### config.mk
export PLATFORM = sky130hd
export DESIGN_NAME = accel_pair_scheduler_flat
export DESIGN_NICKNAME = d
export VERILOG_FILES = /design/src/rtl/accel_pair_scheduler_if.sv /design/src/rtl/accel_pair_scheduler.sv /design/src/flat_wrapper.sv
export SDC_FILE = /design/constraint.sdc
export NUM_CORES = 2
export LEC_CHECK = 0
export CORE_UTILIZATION = 30
export DETAILED_ROUTE_END_ITERATION = 10
export PLACE_DENSITY_LB_ADDON = 0.05
export SLEW_MARGIN = 0
export SYNTH_ARGS = -nofsm -noshare
export SYNTH_HDL_FRONTEND = slang
export SYNTH_SLANG_ARGS = --single-unit
### constraint.sdc
create_clock -name clk -period 8.07 [get_ports clk]
set_clock_uncertainty 0.1 [all_clocks]
set_input_delay 1.614 -clock clk [delete_from_list [all_inputs] [get_ports clk]]
set_output_delay 1.614 -clock clk [all_outputs]
set_load 0.02 [all_outputs]
### src/rtl/accel_pair_scheduler_if.sv
// Pair-issue and write-back tag bundle between the go/done control, the RAM read ports and the accumulator.
// master = pass controller side, slave = scheduler side.
interface accel_pair_scheduler_if #(
   parameter int BODY_ADDR_WIDTH = 9
);
   logic                       start;
   logic                       abort;
   logic [BODY_ADDR_WIDTH:0]   n_bodies;
   logic                       issue_valid;
   logic [BODY_ADDR_WIDTH-1:0] issue_i;
   logic [BODY_ADDR_WIDTH-1:0] issue_j;
   logic                       wb_valid;
   logic [BODY_ADDR_WIDTH-1:0] wb_i;
   logic [BODY_ADDR_WIDTH-1:0] wb_j;
   logic                       wb_self;
   logic                       wb_first;
   logic                       wb_last;
   logic                       busy;
   logic                       done;

   modport master (
      output start, abort, n_bodies,
      input  issue_valid, issue_i, issue_j,
      input  wb_valid, wb_i, wb_j, wb_self, wb_first, wb_last,
      input  busy, done
   );

   modport slave (
      input  start, abort, n_bodies,
      output issue_valid, issue_i, issue_j,
      output wb_valid, wb_i, wb_j, wb_self, wb_first, wb_last,
      output busy, done
   );
endinterface

### src/rtl/accel_pair_scheduler.sv
// Issues all N*N (i,j) body pairs row-major, one per cycle, and replays each pair's tag PIPE_LATENCY cycles later.
// Issue is registered one cycle after start; no backpressure, the datapath must accept one pair every cycle.
module accel_pair_scheduler #(
   parameter int BODIES          = 512,
   parameter int BODY_ADDR_WIDTH = $clog2(BODIES),
   parameter int PIPE_LATENCY    = 123
) (
   input logic                   clk,
   input logic                   rst_n,
   accel_pair_scheduler_if.slave bus
);
   localparam int NW = BODY_ADDR_WIDTH + 1;
   localparam logic [NW-1:0] BODIES_N = NW'(BODIES);

   typedef enum logic [1:0] {IDLE, ISSUE, DRAIN} state_t;

   typedef struct packed {
      logic                       vld;
      logic [BODY_ADDR_WIDTH-1:0] i;
      logic [BODY_ADDR_WIDTH-1:0] j;
      logic                       is_self;
      logic                       is_first;
      logic                       is_last;
   } tag_t;

   state_t                     state_q, state_d;
   logic [NW-1:0]              n_q, n_d;
   logic [BODY_ADDR_WIDTH-1:0] i_q, i_d, j_q, j_d;
   logic                       issue_vld_q, issue_vld_d;
   logic                       done_q, done_d;
   logic                       busy_q, busy_d;
   logic                       flush;
   logic [NW-1:0]              n_clamped;
   logic [NW-1:0]              nm1;
   logic                       wb_final;
   tag_t                       tag_in_d;
   tag_t                       line_q [PIPE_LATENCY];

   assign nm1       = n_q - 1'b1;
   assign n_clamped = (bus.n_bodies > BODIES_N) ? BODIES_N : bus.n_bodies;
   assign wb_final  = line_q[PIPE_LATENCY-1].vld && line_q[PIPE_LATENCY-1].is_last &&
                      ({1'b0, line_q[PIPE_LATENCY-1].i} == nm1);

   always_comb begin
      state_d     = state_q;
      n_d         = n_q;
      i_d         = i_q;
      j_d         = j_q;
      issue_vld_d = issue_vld_q;
      done_d      = 1'b0;
      flush       = 1'b0;
      if (bus.abort) begin
         state_d     = IDLE;
         issue_vld_d = 1'b0;
         i_d         = '0;
         j_d         = '0;
         flush       = 1'b1;
      end else begin
         case (state_q)
            IDLE: begin
               if (bus.start) begin
                  n_d = n_clamped;
                  if (n_clamped == '0) begin
                     done_d = 1'b1;
                  end else begin
                     state_d     = ISSUE;
                     issue_vld_d = 1'b1;
                     i_d         = '0;
                     j_d         = '0;
                  end
               end
            end
            ISSUE: begin
               // Wrap is decided by comparison with N-1, never by counter overflow.
               if ({1'b0, j_q} == nm1) begin
                  j_d = '0;
                  if ({1'b0, i_q} == nm1) begin
                     state_d     = DRAIN;
                     issue_vld_d = 1'b0;
                     i_d         = '0;
                  end else begin
                     i_d = i_q + 1'b1;
                  end
               end else begin
                  j_d = j_q + 1'b1;
               end
            end
            DRAIN: begin
               if (wb_final) begin
                  state_d = IDLE;
                  done_d  = 1'b1;
               end
            end
            default: state_d = IDLE;
         endcase
      end
      busy_d = (state_d != IDLE);
   end

   // Flags are zeroed on idle slots so wb_* stay quiet whenever wb_valid is low.
   always_comb begin
      tag_in_d = '0;
      if (issue_vld_q) begin
         tag_in_d.vld      = 1'b1;
         tag_in_d.i        = i_q;
         tag_in_d.j        = j_q;
         tag_in_d.is_self  = (i_q == j_q);
         tag_in_d.is_first = (j_q == '0);
         tag_in_d.is_last  = ({1'b0, j_q} == nm1);
      end
   end

   always_ff @(posedge clk or negedge rst_n) begin
      if (!rst_n) begin
         state_q     <= IDLE;
         n_q         <= '0;
         i_q         <= '0;
         j_q         <= '0;
         issue_vld_q <= 1'b0;
         done_q      <= 1'b0;
         busy_q      <= 1'b0;
      end else begin
         state_q     <= state_d;
         n_q         <= n_d;
         i_q         <= i_d;
         j_q         <= j_d;
         issue_vld_q <= issue_vld_d;
         done_q      <= done_d;
         busy_q      <= busy_d;
      end
   end

   always_ff @(posedge clk or negedge rst_n) begin
      if (!rst_n) begin
         for (int k = 0; k < PIPE_LATENCY; k++) line_q[k] <= '0;
      end else if (flush) begin
         for (int k = 0; k < PIPE_LATENCY; k++) line_q[k] <= '0;
      end else begin
         line_q[0] <= tag_in_d;
         for (int k = 1; k < PIPE_LATENCY; k++) line_q[k] <= line_q[k-1];
      end
   end

   assign bus.issue_valid = issue_vld_q;
   assign bus.issue_i     = i_q;
   assign bus.issue_j     = j_q;
   assign bus.wb_valid    = line_q[PIPE_LATENCY-1].vld;
   assign bus.wb_i        = line_q[PIPE_LATENCY-1].i;
   assign bus.wb_j        = line_q[PIPE_LATENCY-1].j;
   assign bus.wb_self     = line_q[PIPE_LATENCY-1].is_self;
   assign bus.wb_first    = line_q[PIPE_LATENCY-1].is_first;
   assign bus.wb_last     = line_q[PIPE_LATENCY-1].is_last;
   assign bus.busy        = busy_q;
   assign bus.done        = done_q;
endmodule
### src/flat_wrapper.sv
// flat-port wrapper written by rule: the top's interface ports become plain ports
module accel_pair_scheduler_flat 
#(
   parameter int BODIES          = 512,
   parameter int BODY_ADDR_WIDTH = $clog2(BODIES),
   parameter int PIPE_LATENCY    = 123
)
  (clk, rst_n, bus_start, bus_abort, bus_n_bodies, bus_issue_valid, bus_issue_i, bus_issue_j, bus_wb_valid, bus_wb_i, bus_wb_j, bus_wb_self, bus_wb_first, bus_wb_last, bus_busy, bus_done);
  accel_pair_scheduler_if #(.BODY_ADDR_WIDTH(BODY_ADDR_WIDTH)) bus_i ();
  input logic clk;
  input logic rst_n;
  input wire logic [$bits(bus_i.start)-1:0] bus_start;
  input wire logic [$bits(bus_i.abort)-1:0] bus_abort;
  input wire logic [$bits(bus_i.n_bodies)-1:0] bus_n_bodies;
  output wire logic [$bits(bus_i.issue_valid)-1:0] bus_issue_valid;
  output wire logic [$bits(bus_i.issue_i)-1:0] bus_issue_i;
  output wire logic [$bits(bus_i.issue_j)-1:0] bus_issue_j;
  output wire logic [$bits(bus_i.wb_valid)-1:0] bus_wb_valid;
  output wire logic [$bits(bus_i.wb_i)-1:0] bus_wb_i;
  output wire logic [$bits(bus_i.wb_j)-1:0] bus_wb_j;
  output wire logic [$bits(bus_i.wb_self)-1:0] bus_wb_self;
  output wire logic [$bits(bus_i.wb_first)-1:0] bus_wb_first;
  output wire logic [$bits(bus_i.wb_last)-1:0] bus_wb_last;
  output wire logic [$bits(bus_i.busy)-1:0] bus_busy;
  output wire logic [$bits(bus_i.done)-1:0] bus_done;
  assign bus_i.start = bus_start;
  assign bus_i.abort = bus_abort;
  assign bus_i.n_bodies = bus_n_bodies;
  assign bus_issue_valid = bus_i.issue_valid;
  assign bus_issue_i = bus_i.issue_i;
  assign bus_issue_j = bus_i.issue_j;
  assign bus_wb_valid = bus_i.wb_valid;
  assign bus_wb_i = bus_i.wb_i;
  assign bus_wb_j = bus_i.wb_j;
  assign bus_wb_self = bus_i.wb_self;
  assign bus_wb_first = bus_i.wb_first;
  assign bus_wb_last = bus_i.wb_last;
  assign bus_busy = bus_i.busy;
  assign bus_done = bus_i.done;
  accel_pair_scheduler #(.BODIES(BODIES), .BODY_ADDR_WIDTH(BODY_ADDR_WIDTH), .PIPE_LATENCY(PIPE_LATENCY)) u_core (.clk(clk), .rst_n(rst_n), .bus(bus_i));
endmodule
==> impl_results.md <==
- # rows: 199
- Fmax: 0.227 GHz
- DR WL/cell: 13.5 um
- Grt ovf: 0
- GR Layer Usage met1: 14.5%
- Arr. time, crit path: 5010 ps
- CTS H-Tree Depth: 5
- Slew headroom: 36.2%
- Worst Reg-to-Reg Cells: 9
- CP required: 8680 ps
- Clock Pin Slew Worst Setup and Hold Paths: 60 ps
- Post-Place Worst Slack: 3420 ps
- Status: finished with violations
- Initial DRC Count: 2286
- PortBufs: 56
- Largest net degree at the start of global routing: 194
- Synthesized area: 88800 sq um
- Int Pwr: 22.1 mW
- Final ANT Viol Nets: 0
- Final #Nets: 6189
- Gate count after technology mapping: 6087
- Sequential share of the synthesized area: 77.2%
- Met3 Usage GRT: 2.11%
- Largest stage delay on the critical path: 920 ps
- Async S/R FF share, synth: 100%
- CTS Buf Count: 313
- All-Layer GR Usage: 9.64%
- Drt total wl: 139000 um
- Final Hold Fails: 0
- WHS Path Cells: 1
- Gr busiest metal: met1
- Full die area: 298000 sq um
- Number of global-route vias before repair: 42609
- Hold crit path type: register to register
- Most used DFF post-synth: dfrtp_1
- Sw Share: 21.8%
- Clk root buf: clkbuf_16
- M2 GR Usage: 13.4%
- Failing checks: design-rule violations
- Clock buffer depth: 4
- Setup WS post-layout: 3670 ps
- Share of cells above drive strength 1: 8.44%
- Distinct cell type count after synthesis: 59
- Drt pass-1 iters: 7
- CP Capture Type: register
- Number of enable flip-flop cells after synthesis: 0
- Worst-path fanout max: 8
- Worst-Skew Late Latency: 860 ps
- Top Ports: 57
- Worst slew pin tran: 957 ps
- Tcrit/Tclk final: 54.5%
- CP Class: register to register
- Post-detail-place hpwl: 62700 um
- Non-filler cells, final: 10321
- Seq pwr share: 48.8%
- Min cycle time layout: 4400 ps
- Worst path slowest cell: ha_1
- Die Ht: 546 um
- Sink Count: 2739
- Worst Setup Start Kind: register
- Most frequent cells in the layout: 2739 x dfrtp_1, 2690 x nor2b_1, 321 x clkbuf_16
- Gate power share: 2.6%
- Via density: 3.95
- Crit-path most repeated cell: or4_1
- CTS Hold Buffers Added: 0
- Most common cell after layout, fill and taps aside: dfrtp_1
- Syn Nets: 6105
- # DRC: 6
- Post-CTS setup buffer count: 0
- Final setup fails: 0
- Leakage: 50.6 nW
- Max Slew Vio Count: 0
- DR vias: 40799
- Layout area overhead: 16.8%
- Starting Density: 30.2%
- Overall Power: 28.3 mW
- Switching Power: 6.18 mW
- Die Width: 546 um
- Clk pwr share: 48.6%
- First-pass GRT wire length: 240000 um
- Reported max-cap violation count: 0
- Yosys reg bits: 2739
- Antenna violations before repair: 7
- Fillcell total: 28385
- VDD IR max: 0.144 mV
- GP Congestion: 0.669
- Setup_tns: 0 ps
- Core area: 294000 sq um
- Resized cells post-CTS: 0
- CP Cell Sequence: inv_1, ha_1, xor2_1, nand3_1, or4_1, or4_1, nor3_1, or3_1, a21oi_1
- Placed Instances: 9775
- Yosys warns: 0
- CTS tree: done
- RSZ-0062 raised after global routing: false
- Pwr dens: 273 nW/um^2
- Synthesized area per cell: 14.6 sq um
## per-layer routing
layer,part of all wire (%),up-vias
met1,51,21252
met4,3.7,0
met3,4.3,364
met2,41,488
met5,0,-
li1,-,18695
## path summary, 6_finish.rpt
path / from / end / slack, ps
max: u_core.n_q[0]$_DFFE_PN0P_ / u_core.bus.busy$_DFF_PN0_ / 3670
min: u_core.line_q[112]$_DFF_PN0_ / u_core.line_q[90]$_DFF_PN0_ / 340
max reg2reg: u_core.n_q[0]$_DFFE_PN0P_ / u_core.bus.busy$_DFF_PN0_ / 3670
min reg2reg: u_core.line_q[112]$_DFF_PN0_ / u_core.line_q[90]$_DFF_PN0_ / 340
max in group asynchronous: rst_n / u_core.line_q[2152]$_DFF_PN0_ / 5350
min in group asynchronous: rst_n / u_core.line_q[75]$_DFF_PN0_ / 690
## final cells by class
cell class / instances / area (sq um) / share of cell area [%]
timing repair buffer: 123 / 1360 / 1.31
clock buffer: 480 / 9380 / 9.05
inverter: 16 / 60.1 / 0.0579
clock inverter: 63 / 677 / 0.653
tap: 3919 / 4900 / 4.73
antenna: 3 / 7.51 / 0.00724
sequential: 2739 / 68500 / 66.1
multi-input combinational: 2978 / 18800 / 18.1
## kinds of logic (layout without fill, tap and decap cells)
family | count (synthesis) | in the layout | synth area share (%)
buffers and inverters | 370 | 682 | 1.67
adder cells (fa/ha/maj) | 4 | 4 | 0.0564
XOR/XNOR | 41 | 41 | 0.413
AO/OA/AOI/OAI | 81 | 81 | 0.641
multiplexers | 10 | 10 | 0.116
AND/OR/NAND/NOR | 2842 | 2842 | 19.9
flip-flops | 2739 | 2739 | 77.2
other | 0 | 3 | 0
## state kept, by name (all words and copies together), names as in the netlist, 2 cells and up
signal	count
u_core.bus.issue_j	9
u_core.bus.wb_i	9
u_core.state_q	2
u_core.bus.issue_i	9
u_core.bus.wb_j	9
u_core.n_q	10
u_core.line_q	2684
## worst max-delay path, delay by kind of cell, from the launching register on
| kind | cells | cell delay (ps) |
|---|---|---|
| AO/OA/AOI/OAI | 1 | 90 |
| XOR/XNOR | 1 | 200 |
| adder cells (fa/ha/maj) | 1 | 920 |
| buffers and inverters | 1 | 140 |
| flip-flops | 1 | 580 |
| AND/OR/NAND/NOR | 5 | 2170 |
## stage by stage
step | utilization [%] | hold slack [ps] | instance area (sq um)
final | 35.3 | 340 | 104000
after global routing | 35.3 | 362 | 104000
after CTS | 35.3 | 337 | 104000
after detailed placement | 31.8 | 346 | 93600
after global placement | 31.8 | 340 | 93600
after floorplan | - | 339 | 88800
## Yosys cell counts, drive strengths merged (4+ instances only)
cell     number  area [sq um]
a21oi        12          60.1
and2         12          75.1
and3          6          37.5
buf          34           219
clkbuf      320          1200
dfrtp      2739         68500
ha            4          50.1
inv          16          60.1
mux2i         8          80.1
nand2        27           101
nand2b       14          87.6
nand3        18          90.1
nand4         4          25.0
nor2         19          71.3
nor2b      2690         16800
nor3         18          90.1
nor3b         4          30.0
nor4          6          52.6
o2111ai       5          43.8
o211ai        4          35.0
o21ai        18          90.1
o221ai        7          61.3
o22ai         4          25.0
o2bb2ai       5          43.8
or2           4          25.0
or3           8          50.1
or4           5          41.3
xnor2        29           262
xor2         12           105
## power by group through the flow
stage	logic (mW)	clock network, mW	registers, mW
floorplan	0.344	0	14.0
detailed placement	0.776	0	14.0
global placement	0.766	0	14.0
finish	0.726	13.8	13.8
global route	0.856	15.0	13.8
CTS	0.778	14.4	13.8
(Power assumes the default switching activity.)
